<file path="config.mk">
export PLATFORM = sky130hd
export DESIGN_NAME = dll_code_tracker
export DESIGN_NICKNAME = d
export VERILOG_FILES = /design/src/rtl/dll_tracker_pkg.sv /design/src/rtl/dll_sync2.sv /design/src/rtl/dll_code_tracker.sv
export SDC_FILE = /design/constraint.sdc
export NUM_CORES = 1
export LEC_CHECK = 0
export ABC_AREA = 1
export CAP_MARGIN = 20
export CELL_PAD_IN_SITES_DETAIL_PLACEMENT = 1
export CELL_PAD_IN_SITES_GLOBAL_PLACEMENT = 2
export CORE_MARGIN = 3
export CORE_UTILIZATION = 34
export DETAILED_ROUTE_END_ITERATION = 7
export GPL_ROUTABILITY_DRIVEN = 0
export GPL_TIMING_DRIVEN = 1
export PLACE_DENSITY_LB_ADDON = 0.1
export SLEW_MARGIN = 30
export SYNTH_ARGS = -nofsm -noshare
export SYNTH_HDL_FRONTEND = slang
export SYNTH_HIERARCHICAL = 1
export SYNTH_SLANG_ARGS = --single-unit
</file>
<file path="constraint.sdc">
create_clock -name CLK -period 2.7 [get_ports CLK]
set_clock_uncertainty 0.1 [all_clocks]
set_input_delay 0.54 -clock CLK [delete_from_list [all_inputs] [get_ports CLK]]
set_output_delay 0.54 -clock CLK [all_outputs]
set_load 0.02 [all_outputs]
</file>
<file path="src/rtl/dll_tracker_pkg.sv">
// Shared types and widths for the DLL code tracker.
package dll_tracker_pkg;

  localparam int CODE_W = 8;

  // Default timing values. The shared counter must hold the larger of them.
  localparam int UPDATE_INTERVAL_DEF = 1024;
  localparam int LOCK_STABLE_DEF     = 64;
  localparam int CNT_MAX_DEF         = (UPDATE_INTERVAL_DEF > LOCK_STABLE_DEF) ?
                                       UPDATE_INTERVAL_DEF : LOCK_STABLE_DEF;
  localparam int CNT_W               = $clog2(CNT_MAX_DEF + 1);

  typedef enum logic [2:0] {
    OFF,
    PWRUP,
    WAIT_LOCK,
    IDLE,
    PULSE,
    SETTLE,
    CAPTURE
  } state_t;

endpackage

</file>
<file path="src/rtl/dll_sync2.sv">
// Generic two-flop synchronizer for a single asynchronous level.
module dll_sync2 (
  input  logic clk,
  input  logic rst_n,
  input  logic d,
  output logic q
);

  logic sync_p0;
  logic sync_p1;

  // Two back-to-back flops give a metastability-resolved copy of d.
  always_ff @(posedge clk or negedge rst_n) begin
    if (!rst_n) begin
      sync_p0 <= 1'b0;
      sync_p1 <= 1'b0;
    end else begin
      // stage p0 -> p1
      sync_p0 <= d;
      sync_p1 <= sync_p0;
    end
  end

  assign q = sync_p1;

endmodule

</file>
<file path="src/rtl/dll_code_tracker.sv">
// DLL power-up, lock qualification, drift-driven code refresh and
// valid/ack hand-off of stable delay codes to the lane loader.
module dll_code_tracker
  import dll_tracker_pkg::*;
#(
  parameter int LOCK_STABLE_CYCLES = 64,
  parameter int PWRUP_DELAY        = 16,
  parameter int UPDATE_INTERVAL    = 1024,
  parameter int PULSE_WIDTH        = 4,
  parameter int SETTLE_CYCLES      = 8
) (
  input  logic              CLK,
  input  logic              RESET_N,
  input  logic              ENABLE,
  input  logic              DLL_LOCK,
  input  logic              DLL_DELAY_DIFF,
  input  logic [CODE_W-1:0] DLL_CODE,
  output logic              DLL_POWERDOWN_N,
  output logic              DLL_CODE_UPDATE,
  output logic [CODE_W-1:0] CODE_OUT,
  output logic              CODE_VALID,
  input  logic              CODE_ACK,
  output logic              LOCKED,
  output logic              LOCK_LOST,
  input  logic              CLEAR_ERR,
  output logic [15:0]       UPDATE_CNT
);

  // Terminal counts: each phase lasts exactly its configured number of cycles.
  localparam logic [CNT_W-1:0] PWRUP_LAST  = CNT_W'(PWRUP_DELAY - 1);
  localparam logic [CNT_W-1:0] STABLE_LAST = CNT_W'(LOCK_STABLE_CYCLES - 1);
  localparam logic [CNT_W-1:0] IVL_LAST    = CNT_W'(UPDATE_INTERVAL - 1);
  localparam logic [CNT_W-1:0] PULSE_LAST  = CNT_W'(PULSE_WIDTH - 1);
  localparam logic [CNT_W-1:0] SETTLE_DONE = CNT_W'(SETTLE_CYCLES);

  function automatic logic [15:0] sat_inc16(input logic [15:0] v);
    return (v == 16'hFFFF) ? v : v + 16'd1;
  endfunction

  state_t              state;
  logic [CNT_W-1:0]    cnt;
  logic [CODE_W-1:0]   samp_p0;
  logic                samp_vld_p0;
  logic                first_cap;
  logic                lost_pend;
  logic                off_pend;
  logic [15:0]         upd_cnt;
  logic                lock_s;
  logic                diff_s;
  logic                track_st;
  logic                lock_drop;

  dll_sync2 u_sync_lock (
    .clk   (CLK),
    .rst_n (RESET_N),
    .d     (DLL_LOCK),
    .q     (lock_s)
  );

  dll_sync2 u_sync_diff (
    .clk   (CLK),
    .rst_n (RESET_N),
    .d     (DLL_DELAY_DIFF),
    .q     (diff_s)
  );

  assign track_st   = (state == IDLE) || (state == PULSE) ||
                      (state == SETTLE) || (state == CAPTURE);
  assign lock_drop  = track_st && !lock_s;
  assign UPDATE_CNT = upd_cnt;

  // Control FSM: power sequencing, lock qualification, refresh and hand-off.
  always_ff @(posedge CLK or negedge RESET_N) begin
    if (!RESET_N) begin
      state           <= OFF;
      cnt             <= '0;
      samp_p0         <= '0;
      samp_vld_p0     <= 1'b0;
      first_cap       <= 1'b0;
      lost_pend       <= 1'b0;
      off_pend        <= 1'b0;
      upd_cnt         <= '0;
      DLL_POWERDOWN_N <= 1'b0;
      DLL_CODE_UPDATE <= 1'b0;
      CODE_OUT        <= '0;
      CODE_VALID      <= 1'b0;
      LOCKED          <= 1'b0;
      LOCK_LOST       <= 1'b0;
    end else begin
      // A loss event in the same cycle as a clear keeps the flag set.
      if (lock_drop)
        LOCK_LOST <= 1'b1;
      else if (CLEAR_ERR)
        LOCK_LOST <= 1'b0;

      if (state == CAPTURE && CODE_VALID) begin
        // An offered code is always delivered; loss/disable are deferred.
        if (!lock_s) begin
          lost_pend <= 1'b1;
          LOCKED    <= 1'b0;
        end
        if (!ENABLE) begin
          off_pend <= 1'b1;
          LOCKED   <= 1'b0;
        end
        if (CODE_ACK) begin
          CODE_VALID <= 1'b0;
          upd_cnt    <= sat_inc16(upd_cnt);
          lost_pend  <= 1'b0;
          off_pend   <= 1'b0;
          cnt        <= '0;
          if (off_pend || !ENABLE) begin
            state           <= OFF;
            DLL_POWERDOWN_N <= 1'b0;
            LOCKED          <= 1'b0;
          end else if (lost_pend || !lock_s) begin
            state  <= WAIT_LOCK;
            LOCKED <= 1'b0;
          end else begin
            state  <= IDLE;
            LOCKED <= 1'b1;
          end
        end
      end else if (!ENABLE) begin
        state           <= OFF;
        DLL_POWERDOWN_N <= 1'b0;
        DLL_CODE_UPDATE <= 1'b0;
        LOCKED          <= 1'b0;
        cnt             <= '0;
      end else if (lock_drop) begin
        state           <= WAIT_LOCK;
        DLL_CODE_UPDATE <= 1'b0;
        LOCKED          <= 1'b0;
        cnt             <= '0;
      end else begin
        case (state)
          OFF: begin
            state           <= PWRUP;
            DLL_POWERDOWN_N <= 1'b1;
            cnt             <= '0;
          end
          PWRUP: begin
            if (cnt == PWRUP_LAST) begin
              state <= WAIT_LOCK;
              cnt   <= '0;
            end else begin
              cnt <= cnt + 1'b1;
            end
          end
          WAIT_LOCK: begin
            if (!lock_s) begin
              cnt <= '0;
            end else if (cnt == STABLE_LAST) begin
              // First refresh after qualification ignores the drift flag.
              state           <= PULSE;
              DLL_CODE_UPDATE <= 1'b1;
              first_cap       <= 1'b1;
              cnt             <= '0;
            end else begin
              cnt <= cnt + 1'b1;
            end
          end
          IDLE: begin
            if (cnt == IVL_LAST) begin
              cnt <= '0;
              if (diff_s) begin
                state           <= PULSE;
                DLL_CODE_UPDATE <= 1'b1;
              end
            end else begin
              cnt <= cnt + 1'b1;
            end
          end
          PULSE: begin
            if (cnt == PULSE_LAST) begin
              state           <= SETTLE;
              DLL_CODE_UPDATE <= 1'b0;
              samp_vld_p0     <= 1'b0;
              cnt             <= '0;
            end else begin
              cnt <= cnt + 1'b1;
            end
          end
          SETTLE: begin
            if (cnt != SETTLE_DONE) begin
              cnt <= cnt + 1'b1;
            end else begin
              // The code is quasi-static: accept it only once it repeats.
              samp_p0     <= DLL_CODE;
              samp_vld_p0 <= 1'b1;
              if (samp_vld_p0 && (samp_p0 == DLL_CODE))
                state <= CAPTURE;
            end
          end
          CAPTURE: begin
            cnt <= '0;
            if (first_cap || (samp_p0 != CODE_OUT)) begin
              CODE_OUT   <= samp_p0;
              CODE_VALID <= 1'b1;
              first_cap  <= 1'b0;
            end else begin
              state <= IDLE;
            end
          end
          default: begin
            state <= OFF;
          end
        endcase
      end
    end
  end

endmodule

</file>
==> results.txt, run 1 <==
run status -> completed
hold_buf cts -> 0
Critical R2R Launch -> state[0]$_DFFE_PN0P_
Worst Reg2Reg Path Length in Cells -> 11
Post-synth ARST share -> 100%
post-synthesis sequential area ratio -> 41.3%
Post-synth EDFFs -> 0
Worst setup SP type -> register
first drt pass iteration count -> 4
Overflow after GRT -> 0
Hold Path Class -> in2async
Synth Net Count -> 502
DR vias -> 3209
design area -> 4370 µm²
top cells by area, synth -> dfrtp_1, nand2_1, inv_1, nor2_1, nand3_1
CTS Buffer Depth -> 2
Clk Latency, worst-skew pair -> 0.33 ns
most used flip-flop cell after synthesis -> dfrtp_1
Post-Route Setup TNS -> 0 ns
Max Slew Vio Count -> 0
first-pass GRT wire length -> 16.9 mm
capture point of the worst reg-to-reg path -> cnt[4]$_DFFE_PN0P_
Root Buffer -> clkbuf_8
final setup fails -> 0
Routed Antenna Nets -> 0
top layer in use -> met4
WL/cell -> 14.5 µm
setup bufs post-CTS -> 0
Starting Density -> 35.7%
CP dominant cell by count -> nand2_4
drt first-iter violations -> 90
synth unique cells -> 34
Peak VDD IR -> 0.377 mV
WP data arrival -> 2.34 ns
measured slew at the worst slew-check pin -> 0.597 ns
initial antenna violation count -> 0
DP Cell Count -> 657
Die Y -> 109 µm
DRC -> 0
Placed Instance Area -> 4150 µm²
wire length on met2 -> 4.76 mm
commonest non-fill, non-tap cell in the layout -> nand2_1
Yosys top cell area share -> 41.3%
Site Rows -> 36
Total Nets Final -> 553
RSZ-0062 raised after global routing -> false
largest fanout on the critical path -> 11
area grow syn2layout -> 22.3%
crit path kind -> reg2reg
total clock sinks -> 59
Syn Area/Cell -> 7.39 µm²
quantity of I/O buffers inserted on ports -> 43
IO Pins -> 44
Tot Pwr -> 0.00301 W
Die X -> 109 µm
final std cells w/o fill -> 672
Yosys top cell by area -> dfrtp_1
Die ar. -> 11800 µm²
# fillers -> 1289
Total GRT Usage -> 18.2%
largest net degree at the start of global routing -> 26
Cell Pwr Density -> 688 nW/µm²
vias in the first global route -> 3471
Lkg Pwr -> 2.06 nW
htree depth -> 3
Met1 Wirelength -> 4.69 mm
final hold vios -> 0
TritonCTS Buffers -> 9
crit-path max cell delay -> 0.63 ns
min Tclk post-route -> 2.22 ns
Hold WS -> 0.0575 ns
fin crit share -> 82.1%
clk slew on worst S/H paths -> 0.07 ns
Syn Inst Count -> 484
worst-path cell chain -> inv_4 -> nand2_4 -> nor2_4 -> nand2_4 -> clkinv_2 -> nand2_4 -> nand3_2 -> inv_2 -> nand2_2 -> inv_2 -> nor2_1
Setup crit end kind -> register
vias per inst -> 4.78
critical path's slowest cell -> dfrtp_1
most frequent cells in the layout -> nand2_1, inv_1, dfrtp_1, nor2_1, clkdlybuf4s50_1
Yosys reg bits -> 59
share of layout cells above drive strength 1 -> 10.6%
CP required -> 2.82 ns
CTS tree -> built
number of inserted diodes -> 0
Mapped Area -> 3570 µm²
cts repair resizes -> 0
met3 WL -> 184 µm
Yosys warnings -> 6
Final HPWL DP -> 7.56 mm
area of the core -> 10000 µm²
MaxCap Viol Count -> 0
Slew HR -> 60.1%
Max Fclk -> 451 MHz
worst reg-to-reg setup slack -> 0.48 ns
Final Routed Wirelength -> 9.72 mm
[Yosys cell counts (2+ instances only)]
cell type / number
inv_2: 3
ha_1: 3
nand3_1: 30
clkbuf_1: 2
a21oi_2: 2
nor2_4: 5
nand2_4: 4
a21oi_1: 5
inv_1: 67
xnor2_1: 9
nand4_1: 13
dfrtp_1: 59
o21ai_1: 6
xor2_1: 10
clkinv_2: 2
nand2_2: 5
nand2_1: 135
nor2_1: 53
buf_2: 2
nand3b_1: 4
nor3_1: 7
o21ai_0: 30
inv_4: 2
nand3_2: 4
buf_6: 3
o21bai_1: 4
a31oi_1: 4
nor2_2: 5
[per-stage QoR]
step	utilization [%]	worst slack (ns)
3_3_place_gp	41.5	0.244
3_5_place_dp	41.5	0.196
4_1_cts	43.7	0.459
6_report	43.7	0.482
5_1_grt	43.7	0.282
2_1_floorplan	-	0.910
[worst max path at each step]
stage | startpoint | cells after the start | end | slack [ns]
global placement | ENABLE | 9 | cnt[3]$_DFFE_PN0P_ | 0.24
finish | state[0]$_DFFE_PN0P_ | 11 | cnt[4]$_DFFE_PN0P_ | 0.48
detailed placement | ENABLE | 9 | cnt[4]$_DFFE_PN0P_ | 0.20
CTS | state[0]$_DFFE_PN0P_ | 11 | cnt[4]$_DFFE_PN0P_ | 0.46
floorplan | UPDATE_CNT[0]$_DFFE_PN0P_ | 10 | UPDATE_CNT[2]$_DFFE_PN0P_ | 0.91
global route | state[0]$_DFFE_PN0P_ | 11 | cnt[4]$_DFFE_PN0P_ | 0.28
[per-layer routing]
layer,global-route usage (%),up-vias
met4,3.79,0
met2,31.5,40
met3,3.22,7
met5,0,-
li1,-,1619
met1,23.9,1543
[cell type report]
cell class	instances	area, µm²	area share, %
multi-input cells	343	1750	40.1
clock inverters	4	73.8	1.69
clock buffers	11	151	3.46
flip-flops and latches	59	1480	33.8
well taps	133	166	3.81
repair buffers	48	463	10.6
inverters	74	285	6.53
[registers in the layout (all words and copies together), names as in the netlist, 3 cells and up]
| signal | cells |
|---|---|
| state | 3 |
| CODE_OUT | 8 |
| cnt | 11 |
| UPDATE_CNT | 16 |
| samp_p0 | 8 |
[critical path: cells and delay by family, from the launching register on]
kind	cells	cell delay [ns]
AND/OR/NAND/NOR	7	0.75
flip-flops	1	0.63
buffers and inverters	4	0.62
[cells by family (layout without fill, tap and decap cells)]
family / count (synthesis) / in the layout / share of synthesized area [%]
compound gates: 53 / 53 / 8.23
flops: 59 / 59 / 41.3
buf+inv: 82 / 137 / 9.63
fa+ha+maj: 3 / 3 / 1.05
simple gates: 268 / 268 / 35.1
xor+xnor: 19 / 19 / 4.66
[where the power goes]
part / switching, W / total (W) / internal (W)
Combinational: 0.000563 / 0.000925 / 0.000361
Sequential: 0.000152 / 0.00116 / 0.00101
Clock: 0.000359 / 0.000925 / 0.000565
Total: 0.00107 / 0.00301 / 0.00193
No activity file was read; power rests on OpenSTA's default activity.
==> inputs of run 2 (changes only) <==
CORE_UTILIZATION = 32   (was 34)
clock period = 2.05 ns   (was 2.7 ns; I/O delays follow)
==> run 2 against run 1 <==
- worst hold slack improved by 0.20 ns
- highest routed layer unchanged
- clock-buffer cell count fell by 2
- clock power grew 21%
- critical path depth down 10
==> results.txt, run 2 (synthesis gave the netlist of run 1 again) <==
run status -> completed
Levels on crit path -> 1 (-10)
crit path launch -> UPDATE_CNT[14]$_DFFE_PN0P_
CTS Buffer Depth -> 2 (unchanged)
final worst slack -> 0.0823 ns (-0.400 ns)
Die X -> 112 µm (+2.9%)
final setup fails -> 0 (unchanged)
final hold vios -> 0 (unchanged)
commonest non-fill, non-tap cell in the layout -> nand2_1
Overflow after GRT -> 0 (unchanged)
fin crit share -> 96.0%
Die ar. -> 12500 µm² (+5.9%)
vias per inst -> 4.69 (-1.7%)
Clk Latency, worst-skew pair -> 0.35 ns (+0.02 ns)
clk slew on worst S/H paths -> 0.08 ns (about the same)
Routed Antenna Nets -> 0 (unchanged)
hold depth -> 0
drt first-iter violations -> 126 (+40%)
Max Fclk -> 508 MHz
Critical R2R Launch -> cnt[1]$_DFFE_PN0P_
CP required -> 1.54 ns (-1.28 ns)
first-pass GRT wire length -> 17.7 mm (+4.6%)
Int Power -> 0.00247 W (+28%)
# fillers -> 1325 (+2.8%)
worst-path cell chain -> clkdlybuf4s50_1
area of the core -> 10600 µm² (+6.0%)
CTS tree -> built
htree depth -> 3 (unchanged)
switch share -> 38.4% (+2.7 points)
Worst setup SP type -> register
Total GRT Usage -> 17.5% (-0.75 points)
Hold Path Class -> reg2reg
NetSw -> 0.00154 W (+43%)
DR vias -> 3323 (+3.6%)
Final HPWL DP -> 8.22 mm (+8.7%)
capture point of the worst reg-to-reg path -> state[0]$_DFFE_PN0P_
Cell Pwr Density -> 864 nW/µm² (+25%)
Peak VDD IR -> 0.413 mV (+9.6%)
quantity of I/O buffers inserted on ports -> 43 (unchanged)
WL/cell -> 14.5 µm (+0.46%)
Critical Path Sink -> UPDATE_CNT[14]
critical path's slowest cell -> clkdlybuf4s50_1
Lkg Pwr -> 2.21 nW (+7.7%)
most frequent cells in the layout -> nand2_1, inv_1, dfrtp_1, nor2_1, clkdlybuf4s50_1
RSZ-0062 raised after global routing -> false
DRC -> 0 (unchanged)
crit path kind -> reg2out
worst reg-to-reg setup slack -> 0.15 ns (-0.33 ns)
total clock sinks -> 59 (unchanged)
Post-Route Setup TNS -> 0 ns (unchanged)
Site Rows -> 37 (+2.8%)
Worst Reg2Reg Path Length in Cells -> 13 (+2)
sequential share of power -> 37.6% (-0.9 points)
initial antenna violation count -> 0 (unchanged)
Hold WS -> 0.254 ns (+0.196 ns)
MaxCap Viol Count -> 0 (unchanged)
Max Slew Vio Count -> 0 (unchanged)
area grow syn2layout -> 30.0%
sequential cell area -> 1480 µm² (about the same)
share of layout cells above drive strength 1 -> 17.3% (+6.7 points)
Die Y -> 112 µm (+2.9%)
largest net degree at the start of global routing -> 25 (-3.8%)
Final Routed Wirelength -> 10.3 mm (+5.8%)
IO Pins -> 44 (unchanged)
vias in the first global route -> 3535 (+1.8%)
Total Nets Final -> 585 (+5.8%)
area of the multi-input gates -> 1790 µm² (+2.2%)
Slew HR -> 70.9% (+11 points)
DP Worst Slack -> -0.120 ns (-0.316 ns)
logic gate share of total power -> 34.5% (+3.8 points)
Starting Density -> 33.7% (-2.0 points)
crit-path max cell delay -> 0.65 ns (+0.02 ns)
clock share of power -> 27.9% (-2.8 points)
min Tclk post-route -> 1.97 ns
Setup crit end kind -> primary output
TritonCTS Buffers -> 9 (unchanged)
number of inserted diodes -> 0 (unchanged)
measured slew at the worst slew-check pin -> 0.437 ns (-0.160 ns)
Largest register FFs -> 16 (unchanged)
fin util -> 43.8% (+0.14 points)
largest fanout on the critical path -> 5 (-6)
delay-heaviest family, CP -> buffers and inverters
CP bufs+invs -> 1 (-3)
Root Buffer -> clkbuf_8
first drt pass iteration count -> 4 (unchanged)
WP data arrival -> 1.46 ns (-0.88 ns)
## run 2: cell types whose count changed in the layout (fill, tap and decap cells not counted), moves of 2 or more
cell,delta
nand3_1,-2
buf_4,+30
nand3_2,+2
clkbuf_8,-2
nor2_1,-5
nor2_2,+5
clkinv_4,+2
## run 2: area by class of cell
class	count	share of cell area, %
multi-input cells	343	38.6
inverters	74	6.14
repair buffers	80	15.5
clock inverters	7	1.67
clock buffers	9	2.66
well taps	136	3.66
flip-flops and latches	59	31.8
## run 2: metrics by stage
step           total power, W  instance area [µm²]  instances
2_1_floorplan         0.00233                 3570        484
3_3_place_gp          0.00288                 4390        690
3_5_place_dp          0.00291                 4390        690
4_1_cts               0.00405                 4600        707
5_1_grt               0.00430                 4650        708
6_report              0.00401                 4650        708
## run 2: what timing repair did
action | 4_1_cts | 5_1_grt
gates resized for setup | 1 | 11
pin swaps | 0 | 1
buffers inserted | 0 | 1
hold buffers | 1 | 0
setup endpoints to repair | 2 | 24
endpoints found under the hold margin | 15 | 0
## run 2: power by group through the flow
stage	combinational, W	clock (W)	sequential [W]
floorplan	0.000758	0	0.00157
global placement	0.00136	0	0.00152
detailed placement	0.00139	0	0.00152
CTS	0.00140	0.00115	0.00150
global route	0.00155	0.00121	0.00153
finish	0.00138	0.00112	0.00151
## run 2: how the worst min path moves through the flow
stage / from / to / slack (ns)
floorplan: RESET_N / CODE_OUT[0]$_DFFE_PN0P_ / 0.01
global placement: u_sync_lock/sync_p0$_DFF_PN0_ / u_sync_lock/q$_DFF_PN0_ / 0.24
detailed placement: u_sync_lock/sync_p0$_DFF_PN0_ / u_sync_lock/q$_DFF_PN0_ / 0.24
CTS: u_sync_lock/sync_p0$_DFF_PN0_ / u_sync_lock/q$_DFF_PN0_ / 0.26
global route: u_sync_lock/sync_p0$_DFF_PN0_ / u_sync_lock/q$_DFF_PN0_ / 0.27
finish: u_sync_lock/sync_p0$_DFF_PN0_ / u_sync_lock/q$_DFF_PN0_ / 0.25
## run 2: routing by layer
| layer | wire length (µm) | part of all wire, % | global-route usage [%] | vias to the layer above |
|---|---|---|---|---|
| met1 | 5190 | 50 | 24.7 | 1591 |
| met3 | 299 | 2.9 | 3.70 | 9 |
| met4 | 99 | 0.96 | 4.22 | 0 |
| met2 | 4700 | 46 | 27.4 | 41 |
| li1 | - | - | - | 1682 |
| met5 | 0 | 0 | 0 | - |
==> inputs of run 3 (changes only) <==
CTS_CLUSTER_SIZE = 14   (was unset)
HOLD_SLACK_MARGIN = 0.03   (was unset)
==> results of run 3 <==
Final layout, timing and power as in run 2 (identical DEF).
